<file path="config.mk">
export PLATFORM = sky130hd
export DESIGN_NAME = gray_counter_n
export DESIGN_NICKNAME = d
export VERILOG_FILES = /design/src/rtl/gray_counter_n.sv
export SDC_FILE = /design/constraint.sdc
export NUM_CORES = 1
export LEC_CHECK = 0
export CAP_MARGIN = 20
export CORE_AREA = 2 2 39 41
export CTS_BUF_LIST = sky130_fd_sc_hd__clkbuf_4 sky130_fd_sc_hd__clkbuf_8 sky130_fd_sc_hd__clkbuf_16
export DETAILED_ROUTE_END_ITERATION = 6
export DIE_AREA = 0 0 41 43
export PLACE_DENSITY = 0.71
export RECOVER_POWER = 50
export SYNTH_ARGS = -nofsm -noshare
export SYNTH_HDL_FRONTEND = slang
export SYNTH_SLANG_ARGS = --single-unit
export TNS_END_PERCENT = 100
</file>
<file path="constraint.sdc">
create_clock -name Clk -period 1.97 [get_ports Clk]
set_clock_uncertainty 0.15 [all_clocks]
set_input_delay 0.4925 -clock Clk [delete_from_list [all_inputs] [get_ports Clk]]
set_output_delay 0.4925 -clock Clk [all_outputs]
set_load 0.01 [all_outputs]
</file>
<file path="src/rtl/gray_counter_n.sv">
// Gray-coded up/down counter with load, wrap or saturate at the terminal count,
// sticky overflow/underflow flags and a one-cycle terminal-count pulse.
// Optional macro GRAY_COUNTER_N_BIN_OUT_EN adds a BinOut port carrying the
// registered binary count.
module gray_counter_n #(
    parameter int unsigned WIDTH    = 3,
    parameter bit          SATURATE = 1'b0
) (
    input  logic             Clk,
    input  logic             Reset,
    input  logic             En,
    input  logic             Up,
    input  logic             Load,
    input  logic [WIDTH-1:0] LoadValue,
    input  logic             ClrOvf,
    output logic [WIDTH-1:0] Output,
    output logic             Overflow,
    output logic             Underflow,
`ifdef GRAY_COUNTER_N_BIN_OUT_EN
    output logic             Tc,
    output logic [WIDTH-1:0] BinOut
`else
    output logic             Tc
`endif
);

    localparam logic [WIDTH-1:0] AllOnes = {WIDTH{1'b1}};
    localparam logic [WIDTH-1:0] Zero    = '0;
    localparam logic [WIDTH-1:0] One     = {{(WIDTH-1){1'b0}}, 1'b1};

    logic [WIDTH-1:0] bin_q, bin_d;
    logic [WIDTH-1:0] gray_q, gray_d;
    logic             ovf_q, ovf_d;
    logic             unf_q, unf_d;
    logic             tc_q, tc_d;
    logic             term_up, term_dn;

    // Terminal events only exist for an enabled count step; Load suppresses them.
    assign term_up = ~Load & En & Up & (bin_q == AllOnes);
    assign term_dn = ~Load & En & ~Up & (bin_q == Zero);

    // Next-state selection: Load beats En; saturation holds B on a terminal event.
    always_comb begin
        bin_d = bin_q;
        if (Load) begin
            bin_d = LoadValue;
        end else if (En) begin
            if ((term_up | term_dn) && SATURATE) begin
                bin_d = bin_q;
            end else if (Up) begin
                bin_d = bin_q + One;
            end else begin
                bin_d = bin_q - One;
            end
        end
        // Gray value is derived from next-state B so Output stays a pure register.
        gray_d = bin_d ^ (bin_d >> 1);
        tc_d   = term_up | term_dn;
        // A terminal event on the same edge outranks the clear.
        ovf_d = term_up ? 1'b1 : (ClrOvf ? 1'b0 : ovf_q);
        unf_d = term_dn ? 1'b1 : (ClrOvf ? 1'b0 : unf_q);
    end

    // State registers with asynchronous active-high reset.
    always_ff @(posedge Clk or posedge Reset) begin
        if (Reset) begin
            bin_q  <= '0;
            gray_q <= '0;
            ovf_q  <= 1'b0;
            unf_q  <= 1'b0;
            tc_q   <= 1'b0;
        end else begin
            bin_q  <= bin_d;
            gray_q <= gray_d;
            ovf_q  <= ovf_d;
            unf_q  <= unf_d;
            tc_q   <= tc_d;
        end
    end

    assign Output    = gray_q;
    assign Overflow  = ovf_q;
    assign Underflow = unf_q;
    assign Tc        = tc_q;
`ifdef GRAY_COUNTER_N_BIN_OUT_EN
    assign BinOut    = bin_q;
`endif

endmodule
</file>
==> results_dict.tcl, run 1 <==
set metrics [dict create \
    cap_violations 0 \
    netlist_instances 37 \
    synth-seq-cells 8 \
    report.final.slew_viol_count 0 \
    synth_area_leaders "dfrtp_1, xnor2_1, fa_1, inv_1, o21ai_0" \
    start_util_pct 28.8 \
    final_layout_size_suffix_gt1_share_pct 20.7 \
    ys_seq_area_share_pct 50.3 \
    yosys-top-cells-count "dfrtp_1, inv_1, o21ai_0, xnor2_1" \
    max_slew_margin_pct 80.0 \
    htreeDepth 1 \
    gp_congestion 0.694 \
    multi_input_area_sq_um 166 \
    grtUsageTotal_pct 10.0 \
    cts_root_buffer "clkbuf_4" \
    setup_violations 0 \
    crit_path_max_incr_delay_ns 0.53 \
    synth_most_common_cell "dfrtp_1" \
    port_buffers 14 \
    slowest_stage "or4b_1" \
    tns_ns 0 \
    io_pins 15 \
    required_ns 1.99 \
    routed_wl_um 760 \
    cts_tree "done" \
    synth-async-reset-ratio_pct 100 \
    cts_setup_buffers 0 \
    dr_wl_met3_um 58 \
    synth_fp_nets 47 \
    rsz0062_at_grt "false" \
    finalPower_uw 469 \
    hold_viol_final 0 \
    clock_latency_ns 0.25 \
    numCtsBuffers 3 \
    dieArea_sq_um 1760 \
    synth_edf_count 0 \
    die_height_um 43 \
    critPathCaptureType "flip-flop" \
    seqCellArea_sq_um 200 \
    critical_path.top_delay_family "simple AND/OR/NAND/NOR gates" \
    nFillCells 146 \
    firstDrtPassIters 2 \
    grt_pass1_vias 293 \
    finalCritPeriodShare_pct 96.8 \
    antenna_found_initial 0 \
    cp_max_fo 2 \
    syn_area_sq_um 398 \
    crit_chain "fa_2, xor2_1, or4b_1, nand3_2, xnor2_1" \
    cts_buffer_depth 2 \
    leakagePower_uw 0.000275 \
    cts_hold_buffers 0 \
    worstPathArrival_ns 1.93 \
    path_clk_slew_ns 0.05 \
    synthFlopType "dfrtp_1" \
    gr-total-overflow 0 \
    drc 0 \
    tightestPinTransition_ns 0.300 \
    antennaDiodeCount 0 \
    vias_per_cell 4.66 \
    wl_per_cell_um 10.3 \
    yosysUniqueCellTypes 18 \
    grt_max_degree 9 \
    yosys_warnings 0 \
    ant_nets 0 \
    coreArea_sq_um 1380 \
    met2_length_um 404 \
    worstPathBufferInverterCount 0 \
    rows 14 \
    maxClockFrequency_mhz 524 \
    power_density_nw_per_um2 775 \
    dp_hpwl_um 646 \
    topRoutingLayerUsed "met3" \
    post-route-min-period_ns 1.91 \
    criticalPathCategory "flip-flop to flip-flop" \
    synth_top_area_share_pct 50.3 \
    grt_pass1_wl_um 1150 \
    syn_area_per_cell_sq_um 10.8 \
    m1WireLength_um 298 \
    rrSetupSlack_ns 0.06 \
    hold_class "flip-flop to flip-flop" \
    fin_nets 70 \
    crit_path_start_kind "flip-flop" \
    peakVddDrop_mv 0.276 \
    status "finished clean" \
    numClockSinks 8 \
    die_w_um 41 \
    synth.largest_area_cell "dfrtp_1" \
    drtIter0Drc 2 \
    syn2layout_area_growth_pct 51.9 \
    vias 345 \
]
==> per-layer routing <==
layer / up-vias / global-route usage (%)
met1: 166 / 11.0
li1: 167 / -
met2: 12 / 15.9
met5: - / 0
met3: 0 / 4.71
met4: 0 / 4.00
==> worst min-delay path: stages (launching register included) <==
cell	delay (ns)
dfrtp_1	0.37
inv_1	0.05
o21ai_0	0.07
==> final timing paths <==
check                      cells past startpoint     start   endpoint
max                                            5  bin_q[1]  Output[1]
max in group asynchronous                      2     Reset  Output[1]
min reg2reg                                    2  Overflow   Overflow
min                                            2  Overflow   Overflow
max reg2reg                                    5  bin_q[1]  Output[1]
min in group asynchronous                      2     Reset   Overflow
==> placed cells by master, fill, tap and decap left out, types with 2 or more instances in the layout <==
| cell type | instances |
|---|---|
| clkdlybuf4s50_1 | 11 |
| dfrtp_1 | 8 |
| buf_4 | 5 |
| inv_1 | 4 |
| xnor2_1 | 3 |
| o21ai_0 | 3 |
| clkbuf_4 | 3 |
| nor2_1 | 2 |
| nand2_1 | 2 |
| nand3b_1 | 2 |
| dlygate4sd3_1 | 2 |
==> power breakdown <==
group,internal [uW],switching (uW)
logic,86.1,56.3
clock network,69.5,52.8
registers,189,15.0
total,344,124
==> cells by family after synthesis <==
| kind of cell | Yosys count | share of synthesized area (%) |
|---|---|---|
| AND/OR/NAND/NOR | 11 | 17.9 |
| flip-flops | 8 | 50.3 |
| multiplexers | 1 | 2.52 |
| AO/OA/AOI/OAI | 5 | 6.92 |
| adder cells (fa/ha/maj) | 1 | 5.03 |
| XOR/XNOR | 4 | 8.81 |
| buffers and inverters | 7 | 8.49 |
==> state kept, by name (all words and copies together) (netlist names) <==
name / cells
bin_q: 3
Output: 2
Overflow: 1
Tc: 1
Underflow: 1
==> stage by stage <==
stage | hold WS [ns] | cells | instance area [sq um] | worst slack [ns] | utilization [%]
floorplan | 0.158 | 37 | 400 | 0.0327 | -
global placement | 0.359 | 71 | 591 | -0.482 | 42.7
detailed placement | 0.392 | 71 | 591 | -0.503 | 42.7
CTS | 0.337 | 74 | 612 | 0.0494 | 44.2
global route | 0.433 | 74 | 604 | 0.00766 | 43.7
finish | 0.394 | 74 | 604 | 0.0628 | 43.7
==> final cells by class <==
type                       count  area share, %
sequential                     8           33.1
tap                           16           3.31
timing repair buffer          20           29.2
clock buffer                   3           3.73
multi-input combinational     22           27.5
inverter                       5           3.11
==> timing repair <==
action / CTS / global route
resized for setup: 2 / 2
pin swaps: 2 / 1
endpoints found under the setup margin: 3 / 1
gates cloned: 0 / 0
No activity file was read; power rests on OpenSTA's default activity.
==> run 2: changes to the inputs <==
- CORE_AREA: 2 2 39 41 -> 5 5 42 44
- DIE_AREA: 0 0 41 43 -> 0 0 47 49
==> run 2 against run 1 <==
Flip-flop and latch count unchanged. Total power is 3.5% higher. Clock power barely moved. Via count decreased by 2.9%. Critical path depth is the same. Highest routed layer is now met4. Final cell count rose by 1.4%. Non-clock buffer count up 1. Largest cell class unchanged. Largest power group unchanged. Register-to-register slack hardly changed.
==> results_dict.tcl, run 2 (synthesis gave the netlist of run 1 again) <==
set metrics [dict create \
    critPathCaptureType "flip-flop" \
    ff2ff_path_depth 5 \
    power_density_nw_per_um2 767 \
    drtIter0Drc 0 \
    status "finished clean" \
    cts_tree "done" \
    io_pins 15 \
    cts_buffer_depth 2 \
    largest_register "bin_q" \
    grt_max_degree 9 \
    htreeDepth 1 \
    crit_chain "fa_2, xor2_2, or4b_1, nand3_2, xnor2_2" \
    rsz0062_at_grt "true" \
    crit_path_max_incr_delay_ns 0.54 \
    cap_violations 0 \
    max_slew_margin_pct 81.2 \
    coreArea_sq_um 1400 \
    whs_endpoint "Underflow" \
    finalCritPeriodShare_pct 97.3 \
    report.final.slew_viol_count 0 \
    cts_root_buffer "clkbuf_4" \
    rrSetupSlack_ns 0.05 \
    grtUsageTotal_pct 7.94 \
    fin_nets 71 \
    post-route-min-period_ns 1.92 \
    hold_viol_final 0 \
    timing.rr.end "Output[1]" \
    antennaDiodeCount 0 \
    rows 14 \
    syn2layout_area_growth_pct 58.8 \
    criticalPathCategory "flip-flop to flip-flop" \
    vias_per_cell 4.47 \
    firstDrtPassIters 1 \
    cts_hold_buffers 0 \
    slowest_stage "or4b_1" \
    setup_violations 0 \
    gp_congestion 0.697 \
    pre_cts_ws_ns -0.515 \
    holdPathStages 2 \
    die_w_um 47 \
    numCtsBuffers 3 \
    required_ns 2.00 \
    peakVddDrop_mv 0.307 \
    worstPathArrival_ns 1.95 \
    port_buffers 14 \
    setup_slack_ns 0.0532 \
    numClockSinks 8 \
    hold_class "flip-flop to flip-flop" \
    gr-total-overflow 0 \
    ant_nets 0 \
    leakagePower_uw 0.000291 \
    grt_pass1_vias 318 \
    r2r-start "bin_q[0]" \
    grt_pass1_wl_um 1320 \
    crit_path_start_kind "flip-flop" \
    most-common-layout-cells "clkdlybuf4s50_1, dfrtp_1, buf_4" \
    start_util_pct 28.4 \
    holdWs_ns 0.376 \
    dieArea_sq_um 2300 \
    antenna_found_initial 0 \
    tightestPinTransition_ns 0.282 \
    final_layout_size_suffix_gt1_share_pct 27.1 \
    hold_start "Underflow" \
    wl_per_cell_um 10.4 \
    vias 335 \
    clock_latency_ns 0.25 \
    final_common_cell "clkdlybuf4s50_1" \
    routed_wl_um 783 \
    cp_max_fo 2 \
    drc 0 \
    path_clk_slew_ns 0.05 \
    largest_reg_flops 3 \
    dp_hpwl_um 635 \
    die_height_um 49 \
    maxClockFrequency_mhz 522 \
]
-- run 2: changes by cell type in the layout (fill, tap and decap cells not counted), sizes merged --
cell	delta
buf	+2
clkbuf	-1
-- run 2: final cells by class --
cell class / instances / area (sq um)
Sequential cell: 8 / 201
Tap cell: 16 / 20.0
Multi-Input combinational cell: 22 / 181
Inverter: 5 / 18.8
Fill cell: 135 / 769
Clock buffer: 3 / 22.5
Timing Repair Buffer: 21 / 188
-- run 2: what timing repair did --
| action | 4_1_cts | 5_1_grt |
|---|---|---|
| setup buffers | 0 | 2 |
| gates resized for setup | 1 | 5 |
| endpoints found under the setup margin | 3 | 1 |
| pin swaps | 1 | 2 |
-- run 2: worst max-delay path by stage --
stage	start	to	slack (ns)	depth (start not counted)
2_1_floorplan	Up	Output[1]	0.03	6
3_3_place_gp	Up	Output[1]	-0.49	7
3_5_place_dp	Up	Output[1]	-0.51	7
4_1_cts	Up	Output[1]	0.05	7
5_1_grt	bin_q[0]	Output[1]	-0.02	5
6_report	bin_q[0]	Output[1]	0.05	5
-- run 2: critical path: cells and delay by family (launching register included) --
| family | cells | cell delay, ns |
|---|---|---|
| adder cells (fa/ha/maj) | 1 | 0.38 |
| XOR/XNOR | 2 | 0.26 |
| flip-flops | 1 | 0.40 |
| AND/OR/NAND/NOR | 2 | 0.65 |
-- run 2: per-layer routing --
metal | vias up | track usage, % | wire length [um]
li1 | 166 | - | -
met1 | 152 | 9.44 | 311
met2 | 14 | 12.4 | 381
met3 | 3 | 4.43 | 82
met4 | 0 | 1.38 | 7
met5 | - | 0 | 0
-- run 2: per-stage QoR --
step	cells	power [uW]	setup TNS [ns]	utilization, %	area, sq um
6_report	75	485	0	45.1	632
2_1_floorplan	37	275	0	-	400
3_3_place_gp	70	348	-1.36	41.6	583
3_5_place_dp	70	350	-1.41	41.6	583
5_1_grt	75	519	-0.0261	45.1	632
4_1_cts	73	473	0	43.1	604
-- run 2: report_power, final --
part | total (uW) | switching, uW | internal (uW)
Sequential | 205 | 15.7 | 190
Combinational | 157 | 60.2 | 96.7
Clock | 123 | 53.0 | 69.5
Total | 485 | 129 | 356
==> run 3: changes to the inputs <==
- PLACE_DENSITY: 0.71 -> 0.69
- clock period: 1.97 -> 1.9 ns (I/O delays scaled with it)
==> run 3 against run 2 <==
Register-to-register slack hardly changed. Sequential share of layout area increased by 1.2 points. Worst hold slack worse by 0.0019 ns. Sequential power increased by 4%. Routed wire length grew 2.3%. Total power is 0.12% higher. Final area is 3.6% lower. Clock power about the same. Flip-flop and latch count did not move. Critical path type is now input pin to flip-flop. Largest power group unchanged.
==> results_dict.tcl, run 3 (synthesis gave the netlist of run 1 again) <==
set metrics [dict create \
    required_ns 1.92 \
    drc 0 \
    gr-total-overflow 0 \
    path_clk_slew_ns 0.05 \
    holdWs_ns 0.374 \
    post-route-min-period_ns 1.89 \
    routed_wl_um 801 \
    cts_tree "done" \
    cp_max_fo 2 \
    crit_path_start_kind "input pin" \
    syn2layout_area_growth_pct 53.1 \
    largest_register "bin_q" \
    worstPathArrival_ns 1.91 \
    final_common_cell "clkdlybuf4s50_1" \
    dieArea_sq_um 2300 \
    peakVddDrop_mv 0.325 \
    start_util_pct 28.4 \
    maxClockFrequency_mhz 529 \
    cts_buffer_depth 2 \
    power_density_nw_per_um2 797 \
    die_w_um 47 \
    grt_pass1_wl_um 1390 \
    dp.cells 70 \
    largest_reg_flops 3 \
    setup_slack_ns 0.0109 \
    ant_nets 0 \
    crit_path_max_incr_delay_ns 0.48 \
    antennaDiodeCount 0 \
    criticalPathCategory "input pin to flip-flop" \
    cts_root_buffer "clkbuf_4" \
    rsz0062_at_grt "true" \
    crit_chain "dlygate4sd2_1, inv_1, fa_2, xor2_1, or4b_1, nand3_2, xnor2_1" \
    vias_per_cell 4.62 \
    layout.cells.non_filler 73 \
    port_buffers 14 \
    status "finished clean" \
    rows 14 \
    setup_violations 0 \
    finalCritPeriodShare_pct 99.4 \
    wl_per_cell_um 11.0 \
    io_pins 15 \
    clock_latency_ns 0.25 \
    numClockSinks 8 \
    htreeDepth 1 \
    critPathCaptureType "flip-flop" \
    hold_viol_final 0 \
    report.final.slew_viol_count 0 \
    vias 337 \
    antenna_found_initial 0 \
    grt_max_degree 9 \
    numCtsBuffers 3 \
    fin_nets 69 \
    nFillCells 136 \
    pre_cts_ws_ns -0.566 \
    slowest_stage "or4b_1" \
    coreArea_sq_um 1400 \
    drtIter0Drc 9 \
    gp_congestion 0.732 \
    max_slew_margin_pct 81.1 \
    dp_hpwl_um 654 \
    leakagePower_uw 0.000276 \
    firstDrtPassIters 3 \
    hold_class "flip-flop to flip-flop" \
    cap_violations 0 \
    most-common-layout-cells "clkdlybuf4s50_1, dfrtp_1, inv_1, buf_4" \
    tightestPinTransition_ns 0.280 \
    die_height_um 49 \
    grtUsageTotal_pct 8.59 \
    grt_pass1_vias 333 \
    final_layout_size_suffix_gt1_share_pct 21.1 \
]
run 3: cell types whose count changed in the layout (fill, tap and decap cells not counted):
| cell | previous run | this run |
|---|---|---|
| xor2_2 | 1 | 0 |
| clkdlybuf4s50_1 | 11 | 12 |
| a21oi_2 | 0 | 1 |
| xnor2_2 | 1 | 0 |
| clkbuf_2 | 1 | 0 |
| xor2_1 | 0 | 1 |
| dlygate4sd2_1 | 0 | 1 |
| dlygate4sd3_1 | 2 | 1 |
| xnor2_1 | 2 | 3 |
| buf_4 | 7 | 5 |
| a21oi_1 | 1 | 0 |
run 3: path summary, 6_finish.rpt:
check / startpoint / slack (ns) / end / cells past startpoint
min in group asynchronous: Reset / 0.45 / bin_q[0] / 2
max in group asynchronous: Reset / 0.90 / bin_q[2] / 2
worst min register to register: Overflow / 0.37 / Overflow / 2
worst max register to register: bin_q[1] / 0.05 / Output[1] / 5
worst min-delay path: Overflow / 0.37 / Overflow / 2
worst max-delay path: Up / 0.01 / Output[1] / 7
run 3: layout make-up:
type	count	area [sq um]	area share (%)
clock buffers	3	22.5	3.70
repair buffers	19	176	29.0
inverters	5	18.8	3.08
flip-flops and latches	8	201	33.1
well taps	16	20.0	3.29
multi-input cells	22	170	27.9
run 3: through the flow:
step | setup TNS [ns] | cell area, sq um | utilization, % | total power, uW
after floorplan | -0.0198 | 400 | - | 286
after global placement | -1.73 | 583 | 41.6 | 361
after detailed placement | -1.79 | 583 | 41.6 | 364
after CTS | 0 | 604 | 43.1 | 493
after global routing | -0.0640 | 609 | 43.5 | 519
final | 0 | 609 | 43.5 | 485
run 3: power breakdown:
part	internal [uW]	total [uW]	switching [uW]
Clock	72.0	125	53.0
Combinational	87.2	147	60.2
Sequential	197	213	16.1
run 3: timing repair:
action,CTS,global route
setup buffers,0,0
hold endpoints to repair,0,0
hold buffers,0,0
endpoints found under the setup margin,4,4
gates resized for setup,1,2
pin swaps,1,0
run 3: routing by layer:
layer / vias to the layer above / GRT usage [%] / wire (um) / share of wire [%]
li1: 166 / - / - / -
met1: 157 / 9.93 / 323 / 40
met2: 12 / 12.7 / 385 / 48
met3: 2 / 4.43 / 87 / 11
met4: 0 / 4.15 / 4 / 0.50
met5: - / 0 / 0 / 0
run 3: worst max-delay path: cells and delay by family:
family	cells	cell delay, ns
xor+xnor	2	0.27
buf+inv	2	0.26
simple gates	2	0.57
fa+ha+maj	1	0.33
